$ cat src/rtl/tube_p_blkxfer_if.sv
// -----------------------------------------------------------------------------
// tube_p_blkxfer_if
//   Bus bundle between the block-transfer engine and its two neighbours:
//   the Tube ULA parasite port and a parasite-side memory port.
//
//   Tube side : t_nmi_b (async NMI from the ULA), t_cs_b, t_addr, t_rdnw,
//               t_wdata (to ULA p_data_in), t_rdata (from ULA p_data_out),
//               t_own (engine has the parasite port muxed to itself)
//   Memory    : m_req/m_ack handshake, m_we, m_addr, m_wdata, m_rdata
//
//   master : the engine (drives selects, addresses, write data, requests)
//   slave  : the Tube ULA + memory side (drives NMI, read data, ack)
// -----------------------------------------------------------------------------
interface tube_p_blkxfer_if;
  // Tube parasite port
  logic        t_nmi_b;
  logic        t_cs_b;
  logic [2:0]  t_addr;
  logic        t_rdnw;
  logic [7:0]  t_wdata;
  logic [7:0]  t_rdata;
  logic        t_own;

  // Parasite memory port
  logic        m_req;
  logic        m_we;
  logic [15:0] m_addr;
  logic [7:0]  m_wdata;
  logic [7:0]  m_rdata;
  logic        m_ack;

  modport master (
    input  t_nmi_b,
    input  t_rdata,
    input  m_rdata,
    input  m_ack,
    output t_cs_b,
    output t_addr,
    output t_rdnw,
    output t_wdata,
    output t_own,
    output m_req,
    output m_we,
    output m_addr,
    output m_wdata
  );

  modport slave (
    output t_nmi_b,
    output t_rdata,
    output m_rdata,
    output m_ack,
    input  t_cs_b,
    input  t_addr,
    input  t_rdnw,
    input  t_wdata,
    input  t_own,
    input  m_req,
    input  m_we,
    input  m_addr,
    input  m_wdata
  );
endinterface

$ cat src/rtl/tube_p_blkxfer.sv
// -----------------------------------------------------------------------------
// tube_p_blkxfer
//   Parasite-side NMI-driven block-transfer engine. Sits downstream of the
//   Tube ULA parasite port and services Tube register 3 (address 5) whenever
//   the ULA raises PNMI, instead of the coprocessor's own NMI handler.
//
//   dir=0 : Tube register 3 -> memory   (TUBE_RD, MEM_WR, RECOVER per byte)
//   dir=1 : memory -> Tube register 3   (MEM_RD, TUBE_WR, RECOVER per byte)
//   Each NMI moves 1 byte, or 2 when two_byte is set (matches the Tube V flag).
//
//   Ports
//     p_phi2, h_rst_b       : parasite clock, async active-low reset
//     start                 : one-cycle pulse, latches the config when idle
//     abort                 : level; honoured only between bus cycles
//     dir, two_byte         : transfer direction / bytes per NMI
//     base_addr, length     : first memory address / byte count (0 = none)
//     bus (master)          : Tube parasite port + memory req/ack port
//     busy, done, remaining : status; done pulses once at completion/abort
//
//   Parameter
//     NMI_HOLDOFF : cycles after a Tube access before the synchronised NMI is
//                   trusted again (2-flop sync latency + ULA FIFO flag update)
// -----------------------------------------------------------------------------
module tube_p_blkxfer #(
  parameter int NMI_HOLDOFF = 3
) (
  input  logic                    p_phi2,
  input  logic                    h_rst_b,
  input  logic                    start,
  input  logic                    abort,
  input  logic                    dir,
  input  logic                    two_byte,
  input  logic [15:0]             base_addr,
  input  logic [15:0]             length,
  tube_p_blkxfer_if.master        bus,
  output logic                    busy,
  output logic                    done,
  output logic [15:0]             remaining
);

  // Tube register 3 lives at parasite address 5.
  localparam logic [2:0] TUBE_REG3 = 3'd5;

  localparam int HOLD_W = (NMI_HOLDOFF < 2) ? 1 : $clog2(NMI_HOLDOFF + 1);
  localparam logic [HOLD_W-1:0] HOLD_LOAD = HOLD_W'(NMI_HOLDOFF);

  typedef enum logic [2:0] {
    S_IDLE,
    S_ARM,
    S_TUBE_RD,
    S_MEM_WR,
    S_MEM_RD,
    S_TUBE_WR,
    S_RECOVER,
    S_DONE
  } state_t;

  state_t            state_reg,     state_next;
  logic              dir_reg,       dir_next;
  logic              two_byte_reg,  two_byte_next;
  logic [15:0]       m_addr_reg,    m_addr_next;
  logic [15:0]       remaining_reg, remaining_next;
  logic [1:0]        burst_reg,     burst_next;
  logic [HOLD_W-1:0] holdoff_reg,   holdoff_next;
  logic [7:0]        t_wdata_reg,   t_wdata_next;
  logic [7:0]        m_wdata_reg,   m_wdata_next;

  // Two-flop synchroniser for the ULA's asynchronous NMI; idles high.
  logic [1:0]        nmi_sync_reg;
  logic              nmi_s;

  assign nmi_s = nmi_sync_reg[1];

  always_ff @(posedge p_phi2 or negedge h_rst_b) begin
    if (!h_rst_b) begin
      nmi_sync_reg <= 2'b11;
    end else begin
      nmi_sync_reg <= {nmi_sync_reg[0], bus.t_nmi_b};
    end
  end

  // ---------------------------------------------------------------------------
  // State and datapath registers
  // ---------------------------------------------------------------------------
  always_ff @(posedge p_phi2 or negedge h_rst_b) begin
    if (!h_rst_b) begin
      state_reg     <= S_IDLE;
      dir_reg       <= 1'b0;
      two_byte_reg  <= 1'b0;
      m_addr_reg    <= 16'h0000;
      remaining_reg <= 16'h0000;
      burst_reg     <= 2'd0;
      holdoff_reg   <= '0;
      t_wdata_reg   <= 8'h00;
      m_wdata_reg   <= 8'h00;
    end else begin
      state_reg     <= state_next;
      dir_reg       <= dir_next;
      two_byte_reg  <= two_byte_next;
      m_addr_reg    <= m_addr_next;
      remaining_reg <= remaining_next;
      burst_reg     <= burst_next;
      holdoff_reg   <= holdoff_next;
      t_wdata_reg   <= t_wdata_next;
      m_wdata_reg   <= m_wdata_next;
    end
  end

  // ---------------------------------------------------------------------------
  // Next-state and datapath logic
  // ---------------------------------------------------------------------------
  always_comb begin
    state_next     = state_reg;
    dir_next       = dir_reg;
    two_byte_next  = two_byte_reg;
    m_addr_next    = m_addr_reg;
    remaining_next = remaining_reg;
    burst_next     = burst_reg;
    t_wdata_next   = t_wdata_reg;
    m_wdata_next   = m_wdata_reg;
    // Holdoff counts down everywhere; RECOVER overrides with a reload.
    holdoff_next   = (holdoff_reg != '0) ? holdoff_reg - 1'b1 : '0;

    unique case (state_reg)
      S_IDLE: begin
        if (start) begin
          dir_next       = dir;
          two_byte_next  = two_byte;
          m_addr_next    = base_addr;
          remaining_next = length;
          // A zero-length request completes without touching either bus.
          state_next     = (length == 16'h0000) ? S_DONE : S_ARM;
        end
      end

      S_ARM: begin
        if (abort) begin
          state_next = S_DONE;
        end else if (holdoff_reg == '0 && !nmi_s) begin
          // Burst size is bytes-per-NMI, clipped to what is left.
          burst_next = (two_byte_reg && remaining_reg >= 16'd2) ? 2'd2 : 2'd1;
          state_next = dir_reg ? S_MEM_RD : S_TUBE_RD;
        end
      end

      S_TUBE_RD: begin
        m_wdata_next = bus.t_rdata;
        state_next   = S_MEM_WR;
      end

      S_MEM_WR: begin
        // Ack is honoured in the very first cycle of the request.
        if (bus.m_ack) begin
          m_addr_next    = m_addr_reg + 16'd1;
          remaining_next = remaining_reg - 16'd1;
          burst_next     = burst_reg - 2'd1;
          state_next     = S_RECOVER;
        end
      end

      S_MEM_RD: begin
        if (bus.m_ack) begin
          t_wdata_next = bus.m_rdata;
          state_next   = S_TUBE_WR;
        end
      end

      S_TUBE_WR: begin
        m_addr_next    = m_addr_reg + 16'd1;
        remaining_next = remaining_reg - 16'd1;
        burst_next     = burst_reg - 2'd1;
        state_next     = S_RECOVER;
      end

      S_RECOVER: begin
        // Deselect cycle after every Tube access; the NMI we see next is
        // stale until the sync chain and FIFO flags have caught up.
        holdoff_next = HOLD_LOAD;
        if (remaining_reg == 16'h0000 || abort) begin
          state_next = S_DONE;
        end else if (burst_reg != 2'd0) begin
          // Second byte of a V-flag burst: the NMI already covered it.
          state_next = dir_reg ? S_MEM_RD : S_TUBE_RD;
        end else begin
          state_next = S_ARM;
        end
      end

      S_DONE: begin
        state_next = S_IDLE;
      end

      default: begin
        state_next = S_IDLE;
      end
    endcase
  end

  // ---------------------------------------------------------------------------
  // Outputs, decoded from the registered state so each Tube access is exactly
  // one clean cycle and nothing glitches off the datapath.
  // ---------------------------------------------------------------------------
  logic tube_access;
  logic mem_access;

  assign tube_access = (state_reg == S_TUBE_RD) || (state_reg == S_TUBE_WR);
  assign mem_access  = (state_reg == S_MEM_RD)  || (state_reg == S_MEM_WR);

  assign busy      = (state_reg != S_IDLE) && (state_reg != S_DONE);
  assign done      = (state_reg == S_DONE);
  assign remaining = remaining_reg;

  assign bus.t_cs_b  = ~tube_access;
  assign bus.t_addr  = TUBE_REG3;
  assign bus.t_rdnw  = (state_reg != S_TUBE_WR);
  assign bus.t_wdata = t_wdata_reg;
  assign bus.t_own   = busy;

  assign bus.m_req   = mem_access;
  assign bus.m_we    = (state_reg == S_MEM_WR);
  assign bus.m_addr  = m_addr_reg;
  assign bus.m_wdata = m_wdata_reg;

endmodule

$ cat src/flat_wrapper.sv
// flat-port wrapper written by rule: the top's interface ports become plain ports
module tube_p_blkxfer_flat 
#(
  parameter int NMI_HOLDOFF = 3
)
  (p_phi2, h_rst_b, start, abort, dir, two_byte, base_addr, length, busy, done, remaining, bus_t_nmi_b, bus_t_rdata, bus_m_rdata, bus_m_ack, bus_t_cs_b, bus_t_addr, bus_t_rdnw, bus_t_wdata, bus_t_own, bus_m_req, bus_m_we, bus_m_addr, bus_m_wdata);
  tube_p_blkxfer_if bus_i ();
  input  logic p_phi2;
  input  logic h_rst_b;
  input  logic start;
  input  logic abort;
  input  logic dir;
  input  logic two_byte;
  input  logic [15:0] base_addr;
  input  logic [15:0] length;
  output logic busy;
  output logic done;
  output logic [15:0] remaining;
  input wire logic [$bits(bus_i.t_nmi_b)-1:0] bus_t_nmi_b;
  input wire logic [$bits(bus_i.t_rdata)-1:0] bus_t_rdata;
  input wire logic [$bits(bus_i.m_rdata)-1:0] bus_m_rdata;
  input wire logic [$bits(bus_i.m_ack)-1:0] bus_m_ack;
  output wire logic [$bits(bus_i.t_cs_b)-1:0] bus_t_cs_b;
  output wire logic [$bits(bus_i.t_addr)-1:0] bus_t_addr;
  output wire logic [$bits(bus_i.t_rdnw)-1:0] bus_t_rdnw;
  output wire logic [$bits(bus_i.t_wdata)-1:0] bus_t_wdata;
  output wire logic [$bits(bus_i.t_own)-1:0] bus_t_own;
  output wire logic [$bits(bus_i.m_req)-1:0] bus_m_req;
  output wire logic [$bits(bus_i.m_we)-1:0] bus_m_we;
  output wire logic [$bits(bus_i.m_addr)-1:0] bus_m_addr;
  output wire logic [$bits(bus_i.m_wdata)-1:0] bus_m_wdata;
  assign bus_i.t_nmi_b = bus_t_nmi_b;
  assign bus_i.t_rdata = bus_t_rdata;
  assign bus_i.m_rdata = bus_m_rdata;
  assign bus_i.m_ack = bus_m_ack;
  assign bus_t_cs_b = bus_i.t_cs_b;
  assign bus_t_addr = bus_i.t_addr;
  assign bus_t_rdnw = bus_i.t_rdnw;
  assign bus_t_wdata = bus_i.t_wdata;
  assign bus_t_own = bus_i.t_own;
  assign bus_m_req = bus_i.m_req;
  assign bus_m_we = bus_i.m_we;
  assign bus_m_addr = bus_i.m_addr;
  assign bus_m_wdata = bus_i.m_wdata;
  tube_p_blkxfer #(.NMI_HOLDOFF(NMI_HOLDOFF)) u_core (.p_phi2(p_phi2), .h_rst_b(h_rst_b), .start(start), .abort(abort), .dir(dir), .two_byte(two_byte), .base_addr(base_addr), .length(length), .bus(bus_i), .busy(busy), .done(done), .remaining(remaining));
endmodule
$ cat config.mk
export PLATFORM = sky130hd
export DESIGN_NAME = tube_p_blkxfer_flat
export DESIGN_NICKNAME = d
export VERILOG_FILES = /design/src/rtl/tube_p_blkxfer_if.sv /design/src/rtl/tube_p_blkxfer.sv /design/src/flat_wrapper.sv
export SDC_FILE = /design/constraint.sdc
export NUM_CORES = 1
export LEC_CHECK = 0
export CORE_ASPECT_RATIO = 0.75
export CORE_MARGIN = 3
export CORE_UTILIZATION = 47
export DETAILED_ROUTE_END_ITERATION = 7
export GPL_ROUTABILITY_DRIVEN = 0
export PLACE_DENSITY = 0.83
export SYNTH_ARGS = -nofsm -noshare
export SYNTH_HDL_FRONTEND = slang
export SYNTH_SLANG_ARGS = --single-unit
$ cat constraint.sdc
create_clock -name p_phi2 -period 2.58 [get_ports p_phi2]
set_input_delay 0.645 -clock p_phi2 [delete_from_list [all_inputs] [get_ports p_phi2]]
set_output_delay 0.645 -clock p_phi2 [all_outputs]
set_load 0.05 [all_outputs]
======== After elaboration in Yosys (flattened, before gate mapping) ========
Cells that the tools add are included.
storage, ports and cells
  register bits after elaboration ......... 59
  output and inout bits ................... 58
  word-level logic and storage cells ...... 75
  bits of input ports ..................... 56
operators by class
  muxes and demuxes ....................... 23
  reductions and logical operators ........ 21
  magnitude comparators ................... 1
  $add $sub $neg .......................... 4
  bitwise operators ....................... 1
  equal/unequal tests ..................... 15
operators by type and width
  cell                                                                     count
  16-bit case mux with 3 select lines                                      2
  16-bit two-way mux                                                       4
  16-bit zero test                                                         2
  3-bit two-way mux                                                        9
  3-bit case mux with 8 select lines                                       1
  16-bit by 1-bit adder with 16-bit output (second input constant)         1
  16-bit by 2-bit >= comparator with 1-bit output (second input constant)  1
  16-bit by 1-bit subtractor with 16-bit output (second input constant)    1
  3-bit == test (second input constant)                                    4
  2-bit two-way mux                                                        6
  3-bit nonzero test                                                       3
  2-bit != test (second input constant)                                    4
  4-bit AND reduction                                                      2
  3-bit by 2-bit == test with 1-bit output (second input constant)         2
  3-bit != test (second input constant)                                    2
  2-bit case mux with 3 select lines                                       1
  2-bit AND reduction                                                      2
  2-bit nonzero test                                                       2
  2-bit by 1-bit subtractor with 2-bit output (second input constant)      2
  3-bit by 1-bit == test with 1-bit output (second input constant)         1
  1-bit logical AND                                                        3
  3-bit zero test                                                          1
  1-bit logical OR                                                         3
  3-bit by 2-bit != test with 1-bit output (second input constant)         1
  other kinds (5)                                                          5

======== Logic depth before layout (Yosys ltp) ========
Gate-level depths: netlist of the first run.
  depth in word-level cells ............... 6
  gate-level depth with buffers ........... 7
  depth with buffers taken out ............ 6

======== Least setup slack after synthesis of the first run ========
Ideal clock, no wire load.
  path type ............................... register -> output
  from .................................... register u_core.state_reg[0]
  to ...................................... output port busy
  stages on the path, launching flop included .. 7
  arrival time ............................ 2.191 ns
  data required time ...................... 1.935 ns
  setup slack ............................. -0.256 ns
  path through ............................ dfrtp_1 -> buf_6 -> buf_6 -> buf_6 -> and3_1 -> nor2_1 -> buf_4
between the ends
  cells in the longest elaborated chain, start to end .. 2
  elaborated cells on any way between the ends .. 3
  classes of those cells .................. 1 x eq/ne; 2 x reduce/logical
ends and longest elaborated chain
  what                                                 RTL line               text
  from (decl)                                          tube_p_blkxfer.sv:58   state_t state_reg, state_next;
  from (signal assigned)                               tube_p_blkxfer.sv:97   state_reg <= state_next;
  3-bit != test or 3-bit nonzero test (tied branches)  tube_p_blkxfer.sv:209  assign busy = (state_reg != S_IDLE) && (state_reg != S_DONE);
  1-bit logical AND *                                  tube_p_blkxfer.sv:209
  to (decl)                                            flat_wrapper.sv:16     output logic busy;
Mark *: on every way between the ends. The rest lies on a longest branch, timed or not.

======== Worst setup path after layout of the first run ========
  from .................................... register u_core.state_reg[1]
  to ...................................... output port bus_m_req
between the ends
  cells in the longest elaborated chain, start to end .. 2
  elaborated cells on any way between the ends .. 3
  classes of those cells .................. 2 x eq/ne; 1 x reduce/logical
ends and longest elaborated chain
  what                                                                       RTL line               text
  3-bit == test or 3-bit by 2-bit == test with 1-bit output (tied branches)  tube_p_blkxfer.sv:207  assign mem_access = (state_reg == S_MEM_RD) || (state_reg == S_MEM_WR);
  1-bit logical OR *                                                         tube_p_blkxfer.sv:207
  to (decl)                                                                  flat_wrapper.sv:28     output wire logic [$bits(bus_i.m_req)-1:0] bus_m_req;
Marks and branches as above.

==> reports/results.ini, run 1 <==
[floorplanning]
fp.dieW_um=106
row_count=26
io_pins=114
die_area_um2=8660
die_h_um=81.3
start_util_pct=50.4
fp.coreArea_um2=7060

[synth]
syn_area_um2=3560
seq_area_frac_synth_pct=41.6
ys_top_cells_by_count=57 x dfrtp_1, 35 x a21oi_1, 26 x nand3_1
synth_top_area_share_pct=40.1
async_flop_share_pct=100
synth_cell_types=61
synth_most_common_cell=dfrtp_1
avgSynthCellArea_um2=9.56
synth-edff-count=0
dominantRegCellSynth=dfrtp_1
yosysTopAreaCell=dfrtp_1
synth_area_leaders=dfrtp_1 40%, mux2_2 6.0%, a21oi_1 4.9%
yosysWarnings=0
ys_ff_latch=59
synthCells=372

[clocking]
ctsLongestPathBuffers=2
cts_setup_buffers=0
clkLatencyLatePin_ns=0.34
cts_tree=yes
cts_max_level=3
post_cts_resized=0
cts-root-buf=clkbuf_8
cts_sinks=59
numCtsBuffers=9
path_clk_slew_ns=0.07
cts_hold_buf=0

[routing]
drt-initial-drc-count=312
drc=0
wl_um=10900
drt_pre_antenna_iters=5
ant_nets=0
post_drt_wl_per_cell_um=18.9
vias=3616
via_per_inst=6.26

[critical_path]
critPathLaunchType=register
crit_arrival_ns=1.78
crit_required_ns=1.93
path_max_fanout=15
endpoint_kind=primary output
crit_type=register to primary output

[timing]
tightestPinTransition_ns=1.08
finalCritPeriodShare_pct=94.0
rsz0062_at_grt=no
hold_viol=0
fin_worst_skew_ns=0.00721
tns_ns=0
fmax_mhz=412
period_needed_ns=2.43
slew_violations=0
slew-limit-headroom_pct=26.9
setup_viol=0

[global_route]
grt_max_degree=51
overflow=0
grt_usage_pct=26.0
antenna_found_initial=0
grt_pass1_vias=3510
grt_pass1_wl_um=17900

[layout]
drive_above_1_share_pct=14.6
fin_nets=535
n_fill_cell=571
seqCellArea_um2=1480
multi_input_area_um2=1840
syn_to_final_growth_pct=39.4
n_antenna_cell=0

[place]
hpwlAfterDp_um=7710
numPortBuffers=110

[outcome]
status=finished, final reports clean

[hold_path]
hp-class=primary input to async pin

[flow_run]
drv_cap=0

[cells by family after synthesis]
kind of cell    Yosys count  share of synthesized area [%]
other cells               2                          0.211
simple gates            119                           19.5
flops                    59                           41.6
xor+xnor                  1                          0.246
fa+ha+maj                 4                           1.41
compound gates          116                           22.5
mux                      24                           7.42
buf+inv                  47                           7.14
[placed cells by master, fill, tap and decap left out, types with 5 or more instances in the layout]
cell type	n
clkdlybuf4s50_1	102
dfrtp_1	57
a21oi_1	35
nand3_1	26
mux2_2	19
nand2_1	17
inv_1	15
o21ai_0	14
nor2_1	13
nand4_1	12
clkbuf_8	11
buf_4	11
o22ai_1	10
buf_12	9
nor4_1	8
a2bb2oi_1	8
o22a_1	8
a31oi_1	7
and3_1	6
nor3_1	5
mux2i_1	5
[stage by stage]
stage	instance area, µm²	hold WS, ns	setup WS [ns]	utilization, %	cells
after floorplan	3560	0.345	0.00230	-	373
after global placement	4780	0.346	0.166	67.8	562
after detailed placement	4780	0.348	0.103	67.8	562
after CTS	4960	0.337	0.176	70.2	578
after global routing	4960	0.356	0.0235	70.2	578
final	4960	0.339	0.155	70.2	578
[layout make-up]
type                    instances  share of cell area (%)
repair buffers                123                    26.0
clock inverters                 2                   0.202
flip-flops and latches         59                    29.8
clock buffers                  14                    3.28
multi-input cells             267                    37.1
well taps                      98                    2.47
inverters                      15                    1.14
[critical path, stage by stage (launching register included)]
cell and delay [ns]:
dfrtp_1 0.67, nor2b_1 0.25, and2_1 0.22, a21o_1 0.15, buf_12 0.14
[path summary, 6_finish.rpt]
path | start | to | slack, ns | depth (start not counted)
max | u_core.state_reg[1] | bus_m_req | 0.15 | 4
min | h_rst_b | u_core.bus.m_wdata[0] | 0.34 | 1
max reg2reg | u_core.state_reg[2] | u_core.bus.m_addr[15] | 0.36 | 4
min reg2reg | u_core.nmi_sync_reg[0] | u_core.nmi_sync_reg[1] | 0.36 | 0
max in group asynchronous | h_rst_b | u_core.nmi_sync_reg[1] | 1.57 | 2
min in group p_phi2 | u_core.nmi_sync_reg[0] | u_core.nmi_sync_reg[1] | 0.36 | 0
[metal layers]
| metal | up-vias | wire length, µm | GRT usage, % |
|---|---|---|---|
| li1 | 1622 | - | - |
| met1 | 1774 | 4700 | 36.8 |
| met2 | 199 | 5120 | 40.8 |
| met3 | 21 | 897 | 5.16 |
| met4 | 0 | 185 | 8.05 |
| met5 | - | 0 | 0 |
Power of run 1 is not shown: default switching activity piles up to over one toggle a cycle in this logic, so the estimate is an artifact.
==> run 2, diff against run 1 <==
SLEW_MARGIN = 20   (was not set)
==> results of run 2 <==
The final DEF is identical to that of run 1; final timing and power are the same.
Power of run 2 is left out for the same reason.
